### src/rtl/rtf_uart_tx.sv
// rtl/rtf_uart_tx.sv - bus-attached UART transmitter with 8-entry TX FIFO (optional parity via RTF_UART_TX_PARITY_EN)
module rtf_uart_tx #(
    parameter logic [25:0] BASE        = 26'h00000CF,
    parameter logic [15:0] DIV_DEFAULT = 16'd433
) (
    input  logic        clk_i,
    input  logic        rst_i,
    input  logic        cyc_i,
    input  logic        stb_i,
    input  logic        we_i,
    input  logic [3:0]  sel_i,
    input  logic [33:0] adr_i,
    input  logic [31:0] dat_i,
    output logic [31:0] dat_o,
    output logic        ack_o,
    output logic        txd_o,
    output logic        irq_o
);

`ifdef RTF_UART_TX_PARITY_EN
    typedef enum logic [2:0] {
        ST_IDLE  = 3'd0,
        ST_START = 3'd1,
        ST_DATA  = 3'd2,
        ST_STOP  = 3'd3,
        ST_PAR   = 3'd4
    } tx_state_t;
`else
    typedef enum logic [2:0] {
        ST_IDLE  = 3'd0,
        ST_START = 3'd1,
        ST_DATA  = 3'd2,
        ST_STOP  = 3'd3
    } tx_state_t;
`endif

    // bus decode
    logic        cs;
    logic        acc;
    logic        wr;
    logic        rd;
    logic [1:0]  reg_sel;
    logic        wr0;
    logic        rd0;
    logic [31:0] rdata;

    // control/status registers
    logic [15:0] divisor;
    logic        ien;
    logic        ovf;

    // FIFO
    logic [7:0]  mem [0:7];
    logic [2:0]  wr_ptr;
    logic [2:0]  rd_ptr;
    logic [3:0]  count;
    logic        empty;
    logic        full;
    logic        push_ok;
    logic        pop;
    logic [7:0]  fifo_q;

    // transmitter
    tx_state_t   state;
    tx_state_t   state_n;
    logic [15:0] cnt;
    logic [15:0] cnt_n;
    logic [2:0]  bit_cnt;
    logic [2:0]  bit_n;
    logic [7:0]  shift;
    logic [7:0]  shift_n;
    logic        par;
    logic        par_n;
    logic        txd_n;
    logic        tick;
    logic        busy;

    // bits of the bus that carry no meaning for this block
    logic unused_ok;
    assign unused_ok = &{1'b0, sel_i[3:1], adr_i[7:4], adr_i[1:0], dat_i[31:16]};

    assign cs      = cyc_i & stb_i & (adr_i[33:8] == BASE);
    assign acc     = cs & ~ack_o;
    assign wr      = acc & we_i;
    assign rd      = acc & ~we_i;
    assign reg_sel = adr_i[3:2];
    assign wr0     = wr & (reg_sel == 2'd0);
    assign rd0     = rd & (reg_sel == 2'd0);

    assign empty   = (count == 4'd0);
    assign full    = (count == 4'd8);
    assign push_ok = wr0 & ~full;
    assign fifo_q  = mem[rd_ptr];

    assign busy    = (state != ST_IDLE);
    assign tick    = (cnt == 16'd0);

    // read-data mux for the addressed register
    always_comb begin
        rdata = 32'h0;
        case (reg_sel)
            2'd0:    rdata = {28'h0, ovf, busy, full, empty};
            2'd1:    rdata = {16'h0, divisor};
            2'd2:    rdata = {31'h0, ien};
            default: rdata = 32'h0;
        endcase
    end

    // bus acknowledge, read data capture and register writes
    always_ff @(posedge clk_i or posedge rst_i) begin
        if (rst_i) begin
            ack_o   <= 1'b0;
            dat_o   <= 32'h0;
            divisor <= DIV_DEFAULT;
            ien     <= 1'b0;
            ovf     <= 1'b0;
        end else begin
            ack_o <= acc;
            dat_o <= rd ? rdata : 32'h0;
            if (wr && reg_sel == 2'd1 && sel_i[0]) begin
                divisor <= dat_i[15:0];
            end
            if (wr && reg_sel == 2'd2) begin
                ien <= dat_i[0];
            end
            // a push into a full FIFO is lost even if the transmitter pops this cycle
            if (wr0 && full) begin
                ovf <= 1'b1;
            end else if (rd0) begin
                ovf <= 1'b0;
            end
        end
    end

    // FIFO storage; contents need no reset because count gates every read
    always_ff @(posedge clk_i) begin
        if (push_ok) begin
            mem[wr_ptr] <= dat_i[7:0];
        end
    end

    // FIFO pointers and occupancy
    always_ff @(posedge clk_i or posedge rst_i) begin
        if (rst_i) begin
            wr_ptr <= 3'd0;
            rd_ptr <= 3'd0;
            count  <= 4'd0;
        end else begin
            if (push_ok) begin
                wr_ptr <= wr_ptr + 3'd1;
            end
            if (pop) begin
                rd_ptr <= rd_ptr + 3'd1;
            end
            case ({push_ok, pop})
                2'b10:   count <= count + 4'd1;
                2'b01:   count <= count - 4'd1;
                default: count <= count;
            endcase
        end
    end

    // transmitter next-state, shift and bit-timer logic
    always_comb begin
        state_n = state;
        cnt_n   = cnt;
        bit_n   = bit_cnt;
        shift_n = shift;
        par_n   = par;
        txd_n   = txd_o;
        pop     = 1'b0;
        // the divisor is sampled only at bit boundaries so a mid-frame write
        // never shortens or stretches the bit in progress
        if (state != ST_IDLE) begin
            cnt_n = tick ? divisor : (cnt - 16'd1);
        end
        case (state)
            ST_IDLE: begin
                if (!empty) begin
                    pop     = 1'b1;
                    shift_n = fifo_q;
                    par_n   = ^fifo_q;
                    cnt_n   = divisor;
                    txd_n   = 1'b0;
                    state_n = ST_START;
                end
            end
            ST_START: begin
                if (tick) begin
                    txd_n   = shift[0];
                    shift_n = {1'b0, shift[7:1]};
                    bit_n   = 3'd0;
                    state_n = ST_DATA;
                end
            end
            ST_DATA: begin
                if (tick) begin
                    if (bit_cnt == 3'd7) begin
`ifdef RTF_UART_TX_PARITY_EN
                        txd_n   = par;
                        state_n = ST_PAR;
`else
                        txd_n   = 1'b1;
                        state_n = ST_STOP;
`endif
                    end else begin
                        txd_n   = shift[0];
                        shift_n = {1'b0, shift[7:1]};
                        bit_n   = bit_cnt + 3'd1;
                    end
                end
            end
`ifdef RTF_UART_TX_PARITY_EN
            ST_PAR: begin
                if (tick) begin
                    txd_n   = 1'b1;
                    state_n = ST_STOP;
                end
            end
`endif
            ST_STOP: begin
                if (tick) begin
                    // chain straight into the next start bit when data is waiting
                    if (!empty) begin
                        pop     = 1'b1;
                        shift_n = fifo_q;
                        par_n   = ^fifo_q;
                        txd_n   = 1'b0;
                        state_n = ST_START;
                    end else begin
                        txd_n   = 1'b1;
                        state_n = ST_IDLE;
                    end
                end
            end
            default: begin
                txd_n   = 1'b1;
                state_n = ST_IDLE;
            end
        endcase
    end

    // transmitter state register; txd_o is registered for a glitch-free line
    always_ff @(posedge clk_i or posedge rst_i) begin
        if (rst_i) begin
            state   <= ST_IDLE;
            cnt     <= 16'd0;
            bit_cnt <= 3'd0;
            shift   <= 8'h0;
            par     <= 1'b0;
            txd_o   <= 1'b1;
        end else begin
            state   <= state_n;
            cnt     <= cnt_n;
            bit_cnt <= bit_n;
            shift   <= shift_n;
            par     <= par_n;
            txd_o   <= txd_n;
        end
    end

    // level interrupt: transmitter fully drained, one cycle of latency
    always_ff @(posedge clk_i or posedge rst_i) begin
        if (rst_i) begin
            irq_o <= 1'b0;
        end else begin
            irq_o <= ien & empty & ~busy;
        end
    end

endmodule

### config.mk
export PLATFORM = sky130hd
export DESIGN_NAME = rtf_uart_tx
export DESIGN_NICKNAME = d
export VERILOG_FILES = /design/src/rtl/rtf_uart_tx.sv
export SDC_FILE = /design/constraint.sdc
export NUM_CORES = 1
export LEC_CHECK = 0
export CORE_MARGIN = 2
export CORE_UTILIZATION = 49
export CTS_BUF_LIST = sky130_fd_sc_hd__clkbuf_4 sky130_fd_sc_hd__clkbuf_8 sky130_fd_sc_hd__clkbuf_16
export DETAILED_ROUTE_END_ITERATION = 6
export PLACE_DENSITY = 0.74
export SYNTH_ARGS = -nofsm -noshare
export SYNTH_HDL_FRONTEND = slang
export SYNTH_SLANG_ARGS = --single-unit
### constraint.sdc
create_clock -name clk_i -period 5.95 [get_ports clk_i]
set_input_delay 1.19 -clock clk_i [delete_from_list [all_inputs] [get_ports clk_i]]
set_output_delay 1.19 -clock clk_i [all_outputs]
set_load 0.1 [all_outputs]
==> results of run 1 <==
## registers in the layout, indices dropped and copies added (netlist names), 4 cells and up
register and count:
cnt 16, count 4, dat_o 16, divisor 16
mem 64, shift 8
## critical path: cells and delay by family
family                   cells  cell delay [ns]
AO/OA/AOI/OAI                2             0.32
XOR/XNOR                     2             0.28
adder cells (fa/ha/maj)      2             0.50
buffers and inverters        3             0.66
AND/OR/NAND/NOR              5             1.29
## final cells by class
| cell class | count | area [µm²] | area share [%] |
|---|---|---|---|
| well taps | 172 | 215 | 2.79 |
| clock inverters | 11 | 104 | 1.34 |
| multi-input cells | 284 | 2300 | 29.8 |
| repair buffers | 73 | 718 | 9.30 |
| flip-flops and latches | 140 | 3830 | 49.6 |
| clock buffers | 21 | 497 | 6.43 |
| inverters | 14 | 52.6 | 0.680 |
## per-stage QoR
step / setup slack (ns) / cell area, µm² / instances
after floorplan: 2.05 / 6410 / 475
after global placement: 1.61 / 7120 / 683
after CTS: 1.98 / 7720 / 715
final: 2.01 / 7720 / 715
after detailed placement: 1.56 / 7120 / 683
after global routing: 1.80 / 7720 / 715
## cell usage after synthesis, types with 6 or more instances
cell	number	area, µm²
xor2_1	7	61.3
nand2_1	31	116
a221o_1	13	130
o21ai_0	20	100
and2_1	12	75.1
nor3_1	15	75.1
a22o_1	6	52.6
clkbuf_1	12	45.0
nor4_1	14	87.6
inv_1	14	52.6
nand3_1	6	30.0
dfstp_2	6	158
dfrtp_1	70	1750
a21oi_1	10	50.1
nor2_1	19	71.3
buf_4	16	120
mux2i_1	11	110
mux2_2	18	203
edfxtp_1	64	1920
ha_1	13	163
mux4_2	16	360
mux2_4	10	150
## worst max path at each step
stage	cells past startpoint	from	end	slack [ns]
2_1_floorplan	14	adr_i[17]	count[3]	2.05
3_3_place_gp	14	adr_i[22]	count[3]	1.61
3_5_place_dp	14	adr_i[22]	count[3]	1.56
4_1_cts	14	adr_i[22]	count[3]	1.98
5_1_grt	14	adr_i[17]	count[3]	1.80
6_report	14	adr_i[22]	count[3]	2.01
## power groups by stage
| stage | logic (µW) | clock network, µW | registers [µW] |
|---|---|---|---|
| after floorplan | 238 | 0 | 1040 |
| final | 295 | 1050 | 1050 |
| after CTS | 297 | 1050 | 1050 |
| after global placement | 285 | 0 | 1060 |
| after detailed placement | 296 | 0 | 1060 |
| after global routing | 319 | 1100 | 1050 |
## routing by layer
| metal | vias to the layer above | share of wire (%) | track usage (%) |
|---|---|---|---|
| met4 | 0 | 1.4 | 7.00 |
| met1 | 1980 | 44 | 24.6 |
| met3 | 18 | 5.5 | 4.60 |
| met5 | - | 0 | 0 |
| li1 | 1848 | - | - |
| met2 | 132 | 49 | 31.1 |
## kinds of logic (layout without fill, tap and decap cells)
group / count (synthesis) / after routing / synth area share (%)
flops: 140 / 140 / 60.3
mux: 55 / 55 / 13.0
simple gates: 129 / 129 / 11.5
buf+inv: 51 / 119 / 4.31
compound gates: 61 / 61 / 6.72
xor+xnor: 9 / 9 / 1.24
fa+ha+maj: 14 / 14 / 2.88
other cells: 1 / 16 / 0.0590
==> reports/results.ini, run 1 <==
[worst_setup_path]
arrival_ns = 4.25
rr_startpoint = cnt[0]
cp_max_fo = 11
path_cells = clkdlybuf4s50_1, nor4_1, nand4_1, or4_4, nor4_1, buf_4, inv_1, ha_1, ha_1, a21o_1, a21oi_1, xnor2_1, nor2_1, xor2_1
crit_path_top_delay_cell = or4_4
reg2reg_to = count[3]
worstPathRequired_ns = 6.25
critical_path_class = input port to flop
reg2reg_slack_ns = 2.55
startpoint_type = input port
slowest_delay_ns = 0.52
reg2regPathDepth = 13
cp-end-kind = flop

[clock_tree]
insertion_delay_ns = 0.42
cts.clk_slew.worst_paths_ns = 0.06
cts_setup_buffers = 0
clockBufferDepth = 2
h-tree-depth = 4
cts_tree = done
cts_hold_buf = 0
clockRootBuffer = clkbuf_16
cts_made_buffers = 17
cts_resized = 0
clkSinkCount = 140

[sta]
worst_hold_slack_ns = 0.489
worst_pin_slew_ns = 1.27
tns_ns = 0
rsz0062_at_grt = no
setup_viol = 0
final.period_utilization_pct = 66.3
period_minus_slack_ns = 3.94
slew_viol_final = 0
hold_viol = 0
max_slew_margin_pct = 15.6
fin_skew_ns = 0.00761
fmax_ghz = 0.254

[synthesis]
ys_seq_area_share_pct = 60.3
ys_types = 57
syn_inst = 460
synth-edff-count = 64
yosys_warnings = 0
ys_ff_latch = 140
synth_ff_type = dfrtp_1
netlist_area_um2 = 6350
postSynth.asyncResetShare_pct = 54.3
syn_area_per_cell_um2 = 13.8

[routing]
drc_errors = 0
drt_iter0_markers = 282
firstDrtPassIters = 4
wl_um = 12700
vias_per_cell = 5.56
routedWlPerCell_um = 17.7
vias = 3978
drtAntennaViolNets = 0

[pwr]
p_leak_uw = 0.00315
p_switching_uw = 604
power_frac_seq_pct = 43.8
pwr-share-clk_pct = 43.9
internal_power_uw = 1780
p_per_area_nw_per_um2 = 309
comb_power_share_pct = 12.4
swShare_pct = 25.3
power_uw = 2390
vdd_drop_max_mv = 0.194

[floorplanning]
chipWidth_um = 118
start_util_pct = 50.3
dieArea_um2 = 13900
pin_count = 110
fp-row-count = 41
die_h_um = 118
coreArea_um2 = 12600

[placed_design]
gp_congestion = 0.816
dpl.hpwl_um = 8300
port_buffers = 68

[global_route]
track_usage_pct = 19.0
grt-ovfl-total = 0
grt_pass1_vias = 4000
grt_pass1_wl_um = 20300
antenna_found_initial = 0
grt_max_degree = 77

[cells_and_area]
area_delta_synth_final_pct = 21.5
final_common_cell = dfrtp_1
final_util_pct = 61.2
nets = 619
mostFrequentLayoutCells = 70 x dfrtp_1, 68 x clkdlybuf4s50_1, 64 x edfxtp_1
drive_gt1_share_pct = 17.3
diodes = 0
num-fill-cells = 971

[run]
cap_violations = 0

[outcome]
status = completed

[worst_hold_path]
worstHoldStart = ovf
hold_end = ovf
hold_path.class = flop to flop
hold_path_depth = 1

Note: power is estimated with default switching activity, not from simulation.
==> run 2: changes to the inputs <==
clock period = 3.7 ns   (was 5.95 ns; I/O delays follow)
==> reports/results.ini, run 2 (synthesis results as in run 1) <==
[outcome]
status = completed

[cells_and_area]
drive_gt1_share_pct = 18.7
final_cells = 724
largest_register_ffs = 64
regMostFlops = mem
final_common_cell = dfrtp_1
num-fill-cells = 956
diodes = 0
mostFrequentLayoutCells = 70 x dfrtp_1, 68 x clkdlybuf4s50_1, 64 x edfxtp_1
final_util_pct = 61.8
area_delta_synth_final_pct = 22.7
nets = 628

[placed_design]
preCtsSetupSlack_ns = -0.0693
port_buffers = 68
dpl.hpwl_um = 8810
placed_cells_incl_taps = 692
gp_congestion = 0.878

[worst_hold_path]
hold_path_depth = 1
hold_path.class = flop to flop
hold_end = ovf
worstHoldStart = ovf

[routing]
drtAntennaViolNets = 0
wl_um = 13000
wl_met2_um = 6630
firstDrtPassIters = 4
top_layer_used = met4
vias_per_cell = 5.61
drt_iter0_markers = 245
drc_errors = 0
vias = 4065
wl_met1_um = 5450
wl_met3_um = 683
routedWlPerCell_um = 18.0

[sta]
fin_skew_ns = 0.00944
worst_pin_slew_ns = 0.981
hold_viol = 0
fin_ws_ns = 0.273
fmax_ghz = 0.292
setup_viol = 0
final.period_utilization_pct = 92.6
slew_viol_final = 0
period_minus_slack_ns = 3.43
rsz0062_at_grt = no
worst_hold_slack_ns = 0.499
max_slew_margin_pct = 34.4

[pwr]
comb_power_share_pct = 13.0
vdd_drop_max_mv = 0.212
p_per_area_nw_per_um2 = 492
internal_power_uw = 2880
p_switching_uw = 955
p_leak_uw = 0.00319
swShare_pct = 24.9
power_frac_seq_pct = 43.9
pwr-share-clk_pct = 43.1

[worst_setup_path]
crit_top_cell = ha_1
crit_buf_inv = 1
crit_family = simple AND/OR/NAND/NOR gates
crit_path_top_delay_cell = nor3_1
rr_startpoint = cnt[0]
cp-end-kind = flop
slowest_delay_ns = 0.45
arrival_ns = 3.73
reg2reg_slack_ns = 0.27
reg2regPathDepth = 13
worstPathRequired_ns = 4.00
reg2reg_to = count[3]
startpoint_type = flop
critical_path_class = flop to flop
path_cells = inv_1, ha_1, nor4b_1, and4_1, a21oi_1, nor3_1, ha_1, ha_1, a21o_1, a21oi_1, xnor2_1, nor2_1, xor2_1
cp_max_fo = 7

[clock_tree]
insertion_delay_ns = 0.42
clkSinkCount = 140
cts.clk_slew.worst_paths_ns = 0.06
cts_tree = done
h-tree-depth = 4
cts_setup_buffers = 0
cts_resized = 0
cts_made_buffers = 17
clockRootBuffer = clkbuf_16
cts_hold_buf = 0
clockBufferDepth = 2

[global_route]
antenna_found_initial = 0
grt_pass1_vias = 4206
grt_pass1_wl_um = 21500
grt-ovfl-total = 0
track_usage_pct = 19.9
grt_max_degree = 54

[floorplanning]
dieArea_um2 = 13900
fp-row-count = 41
pin_count = 110
start_util_pct = 50.3
chipWidth_um = 118
die_h_um = 118
coreArea_um2 = 12600

[run]
cap_violations = 0

## run 2: layout make-up
cell class                      instances  area [µm²]  area share (%)
Sequential cell                       140        3830            49.1
Tap cell                              172         215            2.76
Clock inverter                          9        86.3            1.11
Timing Repair Buffer                   82         798            10.2
Clock buffer                           23         507            6.50
Multi-Input combinational cell        284        2300            29.6
Inverter                               14        52.6           0.674
## run 2: metrics by stage
| step | setup TNS, ns | cell area [µm²] | power, µW |
|---|---|---|---|
| after floorplan | 0 | 6410 | 2060 |
| after detailed placement | -0.0693 | 7200 | 2210 |
| final | 0 | 7790 | 3840 |
| after CTS | 0 | 7790 | 3860 |
| after global placement | -0.00686 | 7200 | 2190 |
| after global routing | 0 | 7790 | 3970 |
## run 2: worst reg2reg max path, cell delays in order, from the launching register on
cell and delay [ns]:
dfrtp_1 0.44, inv_1 0.13, ha_1 0.15, nor4b_1 0.36, and4_1 0.43, a21oi_1 0.16, nor3_1 0.45, ha_1 0.31
ha_1 0.25, a21o_1 0.16, a21oi_1 0.16, xnor2_1 0.13, nor2_1 0.06, xor2_1 0.14
## run 2: metal layers
metal  vias to the layer above  track usage [%]
met5                         -                0
met4                         0             8.13
met3                        26             5.09
met2                       153             33.3
met1                      2029             24.7
li1                       1857                -
## run 2: worst max-delay path by stage
stage / cells after the start / endpoint / slack (ns) / from
CTS: 13 / count[3] / 0.31 / cnt[0]
floorplan: 14 / count[3] / 0.23 / ack_o
global route: 13 / count[3] / 0.009 / cnt[0]
detailed placement: 14 / count[3] / -0.07 / adr_i[22]
finish: 13 / count[3] / 0.27 / cnt[0]
global placement: 14 / count[3] / -0.007 / adr_i[21]
## run 2: power by group through the flow
stage / sequential [µW] / combinational [µW] / clock (µW)
2_1_floorplan: 1680 / 382 / 0
3_3_place_gp: 1710 / 475 / 0
3_5_place_dp: 1710 / 497 / 0
4_1_cts: 1680 / 503 / 1670
5_1_grt: 1680 / 544 / 1740
6_report: 1680 / 500 / 1660
